## src/rtl/toggle_link_defs.vh

```
// Default link parameters shared by the toggle-event sender and receiver.
`ifndef TOGGLE_LINK_DEFS_VH
`define TOGGLE_LINK_DEFS_VH

`define TOGGLE_LINK_SYNC_STAGES 2
`define TOGGLE_LINK_CNT_W       4

`endif

```

## src/rtl/toggle_event_receiver_pkg.sv

```systemverilog
// ============================================================================
// Module      : toggle_event_receiver_pkg
// Description : Counter-action encoding and decode helper for the receiver.
// Revision    : 1.0 - initial release
// ============================================================================
`default_nettype none

package toggle_event_receiver_pkg;

    localparam int SYNC_STAGES_MIN = 2;
    localparam int SYNC_STAGES_MAX = 4;

    typedef enum logic [1:0] {
        ACT_HOLD = 2'd0,
        ACT_INC  = 2'd1,
        ACT_DEC  = 2'd2,
        ACT_SAT  = 2'd3
    } cnt_act_e;

    // A simultaneous arrival and consumption cancel out in the count.
    function automatic cnt_act_e cnt_action(input logic inc, input logic take,
                                            input logic full);
        if (inc && !take) begin
            return full ? ACT_SAT : ACT_INC;
        end else if (!inc && take) begin
            return ACT_DEC;
        end
        return ACT_HOLD;
    endfunction

endpackage

`default_nettype wire

```

## src/rtl/tog_sync.sv

```systemverilog
// ============================================================================
// Module      : tog_sync
// Description : Multi-flop synchroniser for an asynchronous level input.
// Revision    : 1.0 - initial release
// ============================================================================
`default_nettype none

module tog_sync #(
    parameter int SYNC_STAGES = 2
) (
    input  logic clk,
    input  logic rst_n,
    input  logic d,
    output logic q
);

    logic [SYNC_STAGES-1:0] sync_q;
    logic [SYNC_STAGES-1:0] sync_d;

    always_comb begin
        sync_d = {sync_q[SYNC_STAGES-2:0], d};
    end

    always_ff @(posedge clk or negedge rst_n) begin
        if (!rst_n) begin
            sync_q <= '0;
        end else begin
            sync_q <= sync_d;
        end
    end

    assign q = sync_q[SYNC_STAGES-1];

endmodule

`default_nettype wire

```

## src/rtl/toggle_event_receiver.sv

```systemverilog
// ============================================================================
// Module      : toggle_event_receiver
// Description : Turns tog_in transitions into queued events drained by
//               valid/ready; each consumed event toggles tog_ack.
// Revision    : 1.0 - initial release
// ============================================================================
`default_nettype none
`include "toggle_link_defs.vh"

module toggle_event_receiver
    import toggle_event_receiver_pkg::*;
#(
    parameter int SYNC_STAGES = `TOGGLE_LINK_SYNC_STAGES,
    parameter int CNT_W       = `TOGGLE_LINK_CNT_W
) (
    input  logic             clk,
    input  logic             rst_n,
    input  logic             tog_in,
    input  logic             clr,
    input  logic             evt_ready,
    output logic             evt_valid,
    output logic [CNT_W-1:0] evt_count,
    output logic             pulse_out,
    output logic             ovf,
    output logic             tog_ack
);

    localparam logic [CNT_W-1:0] CNT_MAX = {CNT_W{1'b1}};
    localparam logic [CNT_W-1:0] CNT_ONE = {{(CNT_W-1){1'b0}}, 1'b1};

    logic             s_last;
    logic             prev_q,  prev_d;
    logic             pulse_q, pulse_d;
    logic [CNT_W-1:0] cnt_q,   cnt_d;
    logic             ovf_q,   ovf_d;
    logic             ack_q,   ack_d;
    logic             take;
    cnt_act_e         act;

    tog_sync #(
        .SYNC_STAGES (SYNC_STAGES)
    ) u_sync (
        .clk   (clk),
        .rst_n (rst_n),
        .d     (tog_in),
        .q     (s_last)
    );

    always_comb begin
        prev_d  = s_last;
        pulse_d = s_last ^ prev_q;
        take    = (cnt_q != '0) & evt_ready;
        act     = cnt_action(pulse_q, take, cnt_q == CNT_MAX);
        cnt_d   = cnt_q;
        ovf_d   = ovf_q;
        ack_d   = ack_q ^ take;
        // Clear wins over any arrival or consumption in the same cycle.
        if (clr) begin
            cnt_d = '0;
            ovf_d = 1'b0;
        end else begin
            case (act)
                ACT_INC: cnt_d = cnt_q + CNT_ONE;
                ACT_DEC: cnt_d = cnt_q - CNT_ONE;
                ACT_SAT: ovf_d = 1'b1;
                default: cnt_d = cnt_q;
            endcase
        end
    end

    always_ff @(posedge clk or negedge rst_n) begin
        if (!rst_n) begin
            prev_q  <= 1'b0;
            pulse_q <= 1'b0;
            cnt_q   <= '0;
            ovf_q   <= 1'b0;
            ack_q   <= 1'b0;
        end else begin
            prev_q  <= prev_d;
            pulse_q <= pulse_d;
            cnt_q   <= cnt_d;
            ovf_q   <= ovf_d;
            ack_q   <= ack_d;
        end
    end

    assign evt_valid = (cnt_q != '0);
    assign evt_count = cnt_q;
    assign pulse_out = pulse_q;
    assign ovf       = ovf_q;
    assign tog_ack   = ack_q;

endmodule

`default_nettype wire

```

## config.mk

```make
export PLATFORM = sky130hd
export DESIGN_NAME = toggle_event_receiver
export DESIGN_NICKNAME = d
export VERILOG_FILES = /design/src/rtl/toggle_event_receiver_pkg.sv /design/src/rtl/tog_sync.sv /design/src/rtl/toggle_event_receiver.sv
export VERILOG_INCLUDE_DIRS = /design/src /design/src/rtl
export SDC_FILE = /design/constraint.sdc
export NUM_CORES = 1
export LEC_CHECK = 0
export BUFFER_PORTS_ARGS = -buffer_cell sky130_fd_sc_hd__buf_2
export CELL_PAD_IN_SITES_DETAIL_PLACEMENT = 0
export CELL_PAD_IN_SITES_GLOBAL_PLACEMENT = 1
export CORE_MARGIN = 2
export CORE_UTILIZATION = 38
export CTS_BUF_LIST = sky130_fd_sc_hd__clkbuf_2
export DETAILED_ROUTE_END_ITERATION = 10
export PLACE_DENSITY = 0.8
export SKIP_LAST_GASP = 1
export SLEW_MARGIN = 40
export SYNTH_ARGS = -nofsm -noshare
export SYNTH_HDL_FRONTEND = slang
export SYNTH_SLANG_ARGS = --single-unit
export TNS_END_PERCENT = 100
```

## constraint.sdc

```tcl
create_clock -name clk -period 5 [get_ports clk]
set_clock_uncertainty 0.1 [all_clocks]
set_input_delay 1 -clock clk [delete_from_list [all_inputs] [get_ports clk]]
set_output_delay 1 -clock clk [all_outputs]
set_load 0.05 [all_outputs]
```

==> results of run 1 <==
==> how the worst max path moves through the flow <==
stage / start / end / depth (start not counted)
CTS: evt_count[1] / evt_valid / 3
detailed placement: evt_ready / evt_count[3] / 8
global route: evt_count[0] / evt_valid / 3
global placement: evt_ready / evt_count[3] / 8
floorplan: evt_count[1] / evt_valid / 2
finish: evt_count[1] / evt_valid / 3
==> power groups by stage <==
stage | combinational (mW) | clock [mW] | sequential (mW)
finish | 0.255 | 0.0406 | 0.145
CTS | 0.258 | 0.0435 | 0.144
detailed placement | 0.258 | 0 | 0.146
global route | 0.278 | 0.0479 | 0.151
global placement | 0.256 | 0 | 0.146
floorplan | 0.137 | 0 | 0.205
==> metal layers <==
metal  share of wire, %  global-route usage, %  routed length, µm  up-vias
li1                   -                      -                  -      236
met1                 50                  20.80                543      212
met2                 43                  19.08                467       13
met3                6.3                  5.603                 69        2
met4                1.3                  5.625                 14        0
met5                  0                      0                  0        -
==> registers in the layout (all words and copies together) (netlist names) <==
register       count
u_sync.sync_q      2
prev_q             1
ovf                1
pulse_out          1
tog_ack            1
evt_count          4
==> critical path, stage by stage, from the launching register on <==
cell and delay, ps:
dfrtp_1 520, nor4_1 470, inv_1 70, buf_2 220
==> logic make-up after synthesis <==
| kind of cell | Yosys count | synth area share, % |
|---|---|---|
| AO/OA/AOI/OAI | 13 | 17.37 |
| multiplexers | 1 | 1.782 |
| flip-flops | 10 | 44.54 |
| XOR/XNOR | 3 | 4.678 |
| AND/OR/NAND/NOR | 23 | 22.27 |
| buffers and inverters | 2 | 1.337 |
| adder cells (fa/ha/maj) | 3 | 8.017 |
==> final cells by class <==
class                           instances  area, µm²  area share [%]
Clock buffer                            3      15.01           2.290
Inverter                                2      7.507           1.145
Multi-Input combinational cell         43      304.0           46.37
Sequential cell                        10      250.2           38.17
Tap cell                               15      18.77           2.863
Timing Repair Buffer                   12      60.06           9.160
==> through the flow <==
step                      std cells  util [%]
after floorplan                  55         -
after global placement           82     48.03
after detailed placement         82     48.03
after CTS                        85     49.16
after global routing             85     49.16
final                            85     49.16
==> placed cells by master (no fill, tap or decap), drive strengths merged <==
cell type	n
o41a	1
nor4	1
and3	2
xor2	2
and2	1
clkbuf	3
xnor2	1
nand2b	3
mux2i	1
nor2b	2
buf	12
nor2	4
nand2	2
a31oi	2
inv	2
ha	2
a21boi	2
a211oi	1
nor3	1
o22a	1
o2111ai	2
fa	1
nand3	5
dfrtp	10
nand4	2
o21ai	1
a21oi	3
==> flow_summary.toml, run 1 <==
[floorplan]
dieArea_um2 = 1802
die_w_um = 42.45
ioPinCount = 13
rows = 13
fp.dieH_um = 42.45
initial_utilization_pct = 42.12
coreArea_um2 = 1334

[sta]
fin_tns_setup_ps = 0
fmax_mhz = 381.9
slew_violations = 0
worst_slack_ps = 2381
rsz0062_at_grt = "no"
layout_min_cycle_time_ps = 2619
hold-worst-slack_ps = 252.8
finalHoldViolations = 0
final-setup-viol-count = 0
tightest_slew_ps = 419.7
period_share_pct = 52.37
slew_headroom_pct = 71.76

[clocking]
htree_levels = 1
clockBufferDepth = 2
tritoncts = "built"
cts_setup_buffers = 0
postCtsHoldBufs = 0
cts_root_buffer = "clkbuf_2"
cts_made_buffers = 3
clkTransAtPathRegs_ps = 80
clk_latency_ps = 240
cts_num_sinks = 10
cts_resized = 0

[synth]
synthFlopType = "dfrtp_1"
synth.most_common_cell = "dfrtp_1"
synth_area_leaders = "dfrtp_1, ha_1, nand3_1"
synth-edff-count = 0
netlist-cell-type-count = 26
ys_async_sr_fraction_pct = 100.0
synthesis.nets = 63
avgSynthCellArea_um2 = 10.21
synth_cells = 55
netlist_area_um2 = 561.8
yosys_register_bits = 10
yosysTopAreaCellShare_pct = 44.54
netlist_top_cells_count = "dfrtp_1, nand3_1, nor2_1, a21oi_1, nand2b_1"
yosysTopAreaCell = "dfrtp_1"
ys_warn_count = 0
yosysSeqAreaShare_pct = 44.54

[power_and_ir_drop]
p_total_mw = 0.4398
vdd_drop_max_mv = 0.3245
comb_power_share_pct = 57.9
p_seq_share_pct = 32.9
p_leak_nw = 0.3179
netSwitchingFraction_pct = 54.90
power_density_nw_per_um2 = 670.9
power_frac_clock_pct = 9.2
power.switching_mw = 0.2415
internal-power_mw = 0.1984

[routing]
firstDrtPassIters = 4
viasPerCell = 5.447
wl_um = 1094
drt.antenna.violating_nets = 0
drc = 0
drt-initial-drc-count = 11
vias = 463
wl_per_cell_um = 12.87

[setup_path]
start_kind = "flip-flop"
ff2ff_setup_slack_ps = 2610
reg2reg_from = "evt_count[1]"
worst_ep_arrival_time_ps = 1520
reg2reg_to = "evt_count[3]"
ff2ff_path_depth = 7
crit_type = "reg -> out"
crit_path_max_fanout = 11
worstPathRequired_ps = 3900
end_kind = "primary output"

[min_path]
min_path_type = "reg -> reg"
holdPathStages = 0
holdPathEnd = "u_sync.sync_q[1]"
holdCritStartpoint = "u_sync.sync_q[0]"

[grt]
grt_pass1_wl_um = 1911
globalRouteTotalUtil_pct = 14.44
grt_max_degree = 12
grt_pass1_vias = 400
antenna_found_initial = 0
overflow = 0

[place]
place_ws_ps = 2293
numPortBuffers = 12
place.gp.congestion = 0.7475
placed_area_um2 = 640.6

[layout]
finalNetCount = 80
fill_cells = 143
drive_gt1_share_pct = 25.71
syn_to_final_growth_pct = 16.70
diodes = 0
final_area_um2 = 655.6

[run]
maxCapViolations = 0

[run_status]
status = "finished clean"
(Power assumes the default switching activity.)
==> inputs of run 2 (changes only) <==
CORE_UTILIZATION = 37   (was 38)
PLACE_DENSITY = 0.81   (was 0.8)
clock period = 2.2 ns   (was 5 ns; I/O delays follow)
==> run 2 against run 1 <==
  * Largest cell class unchanged
  * First-iteration DRC count is 18% lower
  * Clock-buffer cell count stayed put
  * Non-clock buffer count is 8 higher
  * Power grew to 2.6 times the previous value
  * Sequential cell count stayed put
  * Sequential share of layout area is 3.8 points lower
  * Worst hold slack worse by 70 ps
  * Largest power group unchanged
  * Sequential power is 87% higher
  * Cell area is 12% higher
==> flow_summary.toml, run 2 (synthesis gave the netlist of run 1 again) <==
[grt]
met1_usage_pct = 20.22
antenna_found_initial = 0
grt_use_met2_pct = 29.70
globalRouteTotalUtil_pct = 17.95
overflow = 0
use_met3_pct = 5.106
grt_max_degree = 11
grt_pass1_wl_um = 2359
grt_pass1_vias = 535
top_usage_layer = "met2"

[clocking]
htree_levels = 1
clkTransAtPathRegs_ps = 100
clockBufferDepth = 2
cts_num_sinks = 10
tritoncts = "built"
clk_latency_ps = 250
cts_root_buffer = "clkbuf_2"
cts_made_buffers = 3

[routing]
wl_um = 1319
drc = 0
firstDrtPassIters = 2
drt-initial-drc-count = 9
drt.antenna.violating_nets = 0
viasPerCell = 5.411
wl_per_cell_um = 13.88
vias = 514

[place]
place.gp.congestion = 0.7959
place_ws_ps = 133.4
dp.cells = 90
numPortBuffers = 12

[sta]
fmax_mhz = 502.7
period_share_pct = 90.43
tightest_slew_ps = 414.9
slew_violations = 0
slew_headroom_pct = 72.21
worst_slack_ps = 210.6
fin_tns_setup_ps = 0
rsz0062_at_grt = "no"
layout_min_cycle_time_ps = 1989
finalHoldViolations = 0
hold-worst-slack_ps = 182.4
final-setup-viol-count = 0

[setup_path]
ff2ff_setup_slack_ps = 210
start_kind = "flip-flop"
crit_type = "reg -> reg"
worst_ep_arrival_time_ps = 2030
crit_path_max_fanout = 3
end_kind = "flip-flop"
worstPathRequired_ps = 2240

[floorplan]
dieArea_um2 = 1846
initial_utilization_pct = 38.18
rows = 14
die_w_um = 42.97
coreArea_um2 = 1471
fp.dieH_um = 42.97
ioPinCount = 13

[run]
maxCapViolations = 0

[layout]
drive_gt1_share_pct = 36.71
syn_to_final_growth_pct = 30.96
largest_register_ff_count = 4
mostFrequentLayoutCells = "buf_2, dfrtp_1, buf_4, nand3_1, nor2_1"
diodes = 0
finalNetCount = 88
fin_cells = 95
final_common_cell = "buf_2"

[power_and_ir_drop]
p_leak_nw = 0.3581
power_density_nw_per_um2 = 1547
vdd_drop_max_mv = 0.6114
p_total_mw = 1.138

[min_path]
min_path_type = "in -> reg"

[run_status]
status = "finished clean"
==> run 2: cell count changes in the layout (fill, tap and decap cells not counted), sizes merged <==
cell / change
clkinv: +1
buf: +7
dlygate4sd3: +1
==> run 2: layer usage <==
| layer | wire length [µm] | up-vias | part of all wire [%] |
|---|---|---|---|
| li1 | - | 255 | - |
| met1 | 586 | 243 | 44 |
| met2 | 636 | 14 | 48 |
| met3 | 70 | 2 | 5.3 |
| met4 | 25 | 0 | 1.9 |
| met5 | 0 | - | 0 |
==> run 2: final cells by class <==
class | instances | area [µm²]
Clock buffer | 3 | 15.01
Inverter | 2 | 7.507
Sequential cell | 10 | 252.7
Tap cell | 16 | 20.02
Timing Repair Buffer | 20 | 122.6
Fill cell | 137 | 735.7
Clock inverter | 1 | 3.754
Multi-Input combinational cell | 43 | 314.1
==> run 2: per-stage QoR <==
| step | util (%) | instance area (µm²) |
|---|---|---|
| after CTS | 49.74 | 732.0 |
| after global placement | 47.79 | 703.2 |
| after global routing | 50.00 | 735.7 |
| after detailed placement | 47.79 | 703.2 |
| final | 50.00 | 735.7 |
| after floorplan | - | 570.5 |
==> run 2: power by group <==
group | leakage [nW] | switching, mW | internal, mW
registers | 0.122 | 0.0357 | 0.235
logic | 0.222 | 0.496 | 0.267
clock network | 0.0140 | 0.0641 | 0.0395
total | 0.358 | 0.596 | 0.542
==> run 2: worst paths after layout <==
check                                 startpoint          endpoint  depth (start not counted)
worst max-delay path                evt_count[1]      evt_count[3]                          7
worst min-delay path                      tog_in  u_sync.sync_q[0]                          1
worst max register to register      evt_count[1]      evt_count[3]                          7
worst min register to register  u_sync.sync_q[0]  u_sync.sync_q[1]                          0
max in group asynchronous                  rst_n      evt_count[1]                          2
min in group asynchronous                  rst_n      evt_count[0]                          2
==> run 2: what timing repair did <==
item	in CTS	in global routing
gates resized for setup	0	1
buffers inserted	0	0
endpoints found under the hold margin	10	0
setup endpoints to repair	0	1
hold buffers	1	0
==> run 2: critical path, stage by stage (launching register included) <==
cell	delay [ps]
dfrtp_2	420
nor4_2	310
nor2_1	130
ha_1	340
a21oi_2	190
a21boi_0	120
mux2i_1	190
nand3_1	90
==> inputs of run 3 (changes only) <==
SETUP_SLACK_MARGIN = 0.5   (was default)
==> run 3 against run 2 <==
  * Via count shrank 0.39%
  * Critical endpoint is now evt_valid
  * Highest routed layer is now met3
  * First-iteration DRC count is 44% higher
  * Sequential power up 23%
  * Sequential share of layout area decreased by 1.7 points
  * Largest power group unchanged
  * Combinational power grew 12%
  * Largest cell class unchanged
==> flow_summary.toml, run 3 (synthesis gave the netlist of run 1 again) <==
[setup_path]
cp-startpoint = "evt_count[1]"
worst_ep_arrival_time_ps = 1380
start_kind = "flip-flop"
crit_type = "reg -> out"
end_kind = "primary output"
worstPathRequired_ps = 1660
reg2reg_from = "evt_count[1]"
crit_path_max_fanout = 3

[sta]
fin_tns_setup_ps = 0
slew_headroom_pct = 71.74
tightest_slew_ps = 421.9
layout_min_cycle_time_ps = 1924
period_share_pct = 87.45
finalHoldViolations = 0
fmax_mhz = 519.8
final-setup-viol-count = 0
slew_violations = 0
rsz0062_at_grt = "yes"

[power_and_ir_drop]
vdd_drop_max_mv = 0.6781
p_leak_nw = 0.3475
power_density_nw_per_um2 = 1613

[floorplan]
coreArea_um2 = 1471
die_w_um = 42.97
dieArea_um2 = 1846
rows = 14
fp.dieH_um = 42.97
initial_utilization_pct = 38.18
ioPinCount = 13

[clocking]
cts_root_buffer = "clkbuf_2"
cts_num_sinks = 10
clockBufferDepth = 2
htree_levels = 1
cts_made_buffers = 3
clk_latency_ps = 250
tritoncts = "built"
clkTransAtPathRegs_ps = 100

[grt]
grt_max_degree = 11
globalRouteTotalUtil_pct = 15.64
grt_pass1_vias = 444
antenna_found_initial = 0
grt_pass1_wl_um = 2118
overflow = 0

[place]
dp_hpwl_um = 880.9
place.gp.congestion = 0.7634
numPortBuffers = 12

[routing]
drt-initial-drc-count = 13
wl_um = 1304
drc = 0
drt.antenna.violating_nets = 0
vias = 512
wl_per_cell_um = 14.17
viasPerCell = 5.565
firstDrtPassIters = 4

[run_status]
status = "finished clean"

[layout]
largest_register_ff_count = 4
syn_to_final_growth_pct = 42.76
diodes = 0
finalNetCount = 85
mostFrequentLayoutCells = "buf_2, dfrtp_1, nand3_1, buf_6"
fin_util_pct = 54.51
final_common_cell = "buf_2"
drive_gt1_share_pct = 46.05

[min_path]
holdCritStartpoint = "tog_in"
min_path_type = "in -> reg"

[run]
maxCapViolations = 0
## run 3: cell count changes in the layout (fill, tap and decap cells not counted), sizes merged
cell	previous run	this run
buf	19	16
## run 3: report_power, final
part | switching, mW | internal, mW
combinational | 0.509 | 0.350
sequential | 0.0860 | 0.247
clock | 0.0629 | 0.0395
total | 0.658 | 0.636
## run 3: stage by stage
stage | instance area, µm² | hold WS, ps | instances | total power, mW | worst slack, ps
2_1_floorplan | 624.3 | 44.41 | 55 | 0.8919 | 307.0
3_3_place_gp | 704.4 | 209.9 | 83 | 1.027 | 281.7
3_5_place_dp | 704.4 | 208.1 | 83 | 1.045 | 237.8
4_1_cts | 754.5 | 175.1 | 90 | 1.208 | 300.7
5_1_grt | 802.0 | 153.2 | 92 | 1.370 | 169.0
6_report | 802.0 | 189.9 | 92 | 1.294 | 276.1
## run 3: timing repair
action | CTS | global route
hold endpoints to repair | 10 | 0
gates resized for setup | 2 | 11
pin swaps | 1 | 0
setup endpoints to repair | 5 | 7
hold buffers | 1 | 0
buffers inserted | 2 | 2
## run 3: cell type report
cell class              instances  area, µm²
multi-input cells              43      364.1
clock inverters                 1      3.754
clock buffers                   3      15.01
inverters                       2      7.507
well taps                      16      20.02
flip-flops and latches         10      261.5
repair buffers                 17      130.1
fillers                       144      669.4
## run 3: path summary, 6_finish.rpt
path / to / slack [ps] / depth (start not counted)
max in group asynchronous: evt_count[0] / 1310 / 2
min reg2reg: u_sync.sync_q[1] / 260 / 0
max: evt_valid / 280 / 3
min in group asynchronous: tog_ack / 470 / 2
max reg2reg: evt_count[3] / 310 / 7
min: u_sync.sync_q[0] / 190 / 1
## run 3: layer usage
layer	vias up	track usage [%]	wire length (µm)
li1	246	-	-
met4	0	3.636	0
met2	14	21.82	600
met5	-	0	0
met3	0	6.383	68
met1	252	22.58	635
## run 3: critical path, stage by stage (launching register included)
cell	delay, ps
dfrtp_4	500
nor4_4	370
inv_1	90
buf_6	160
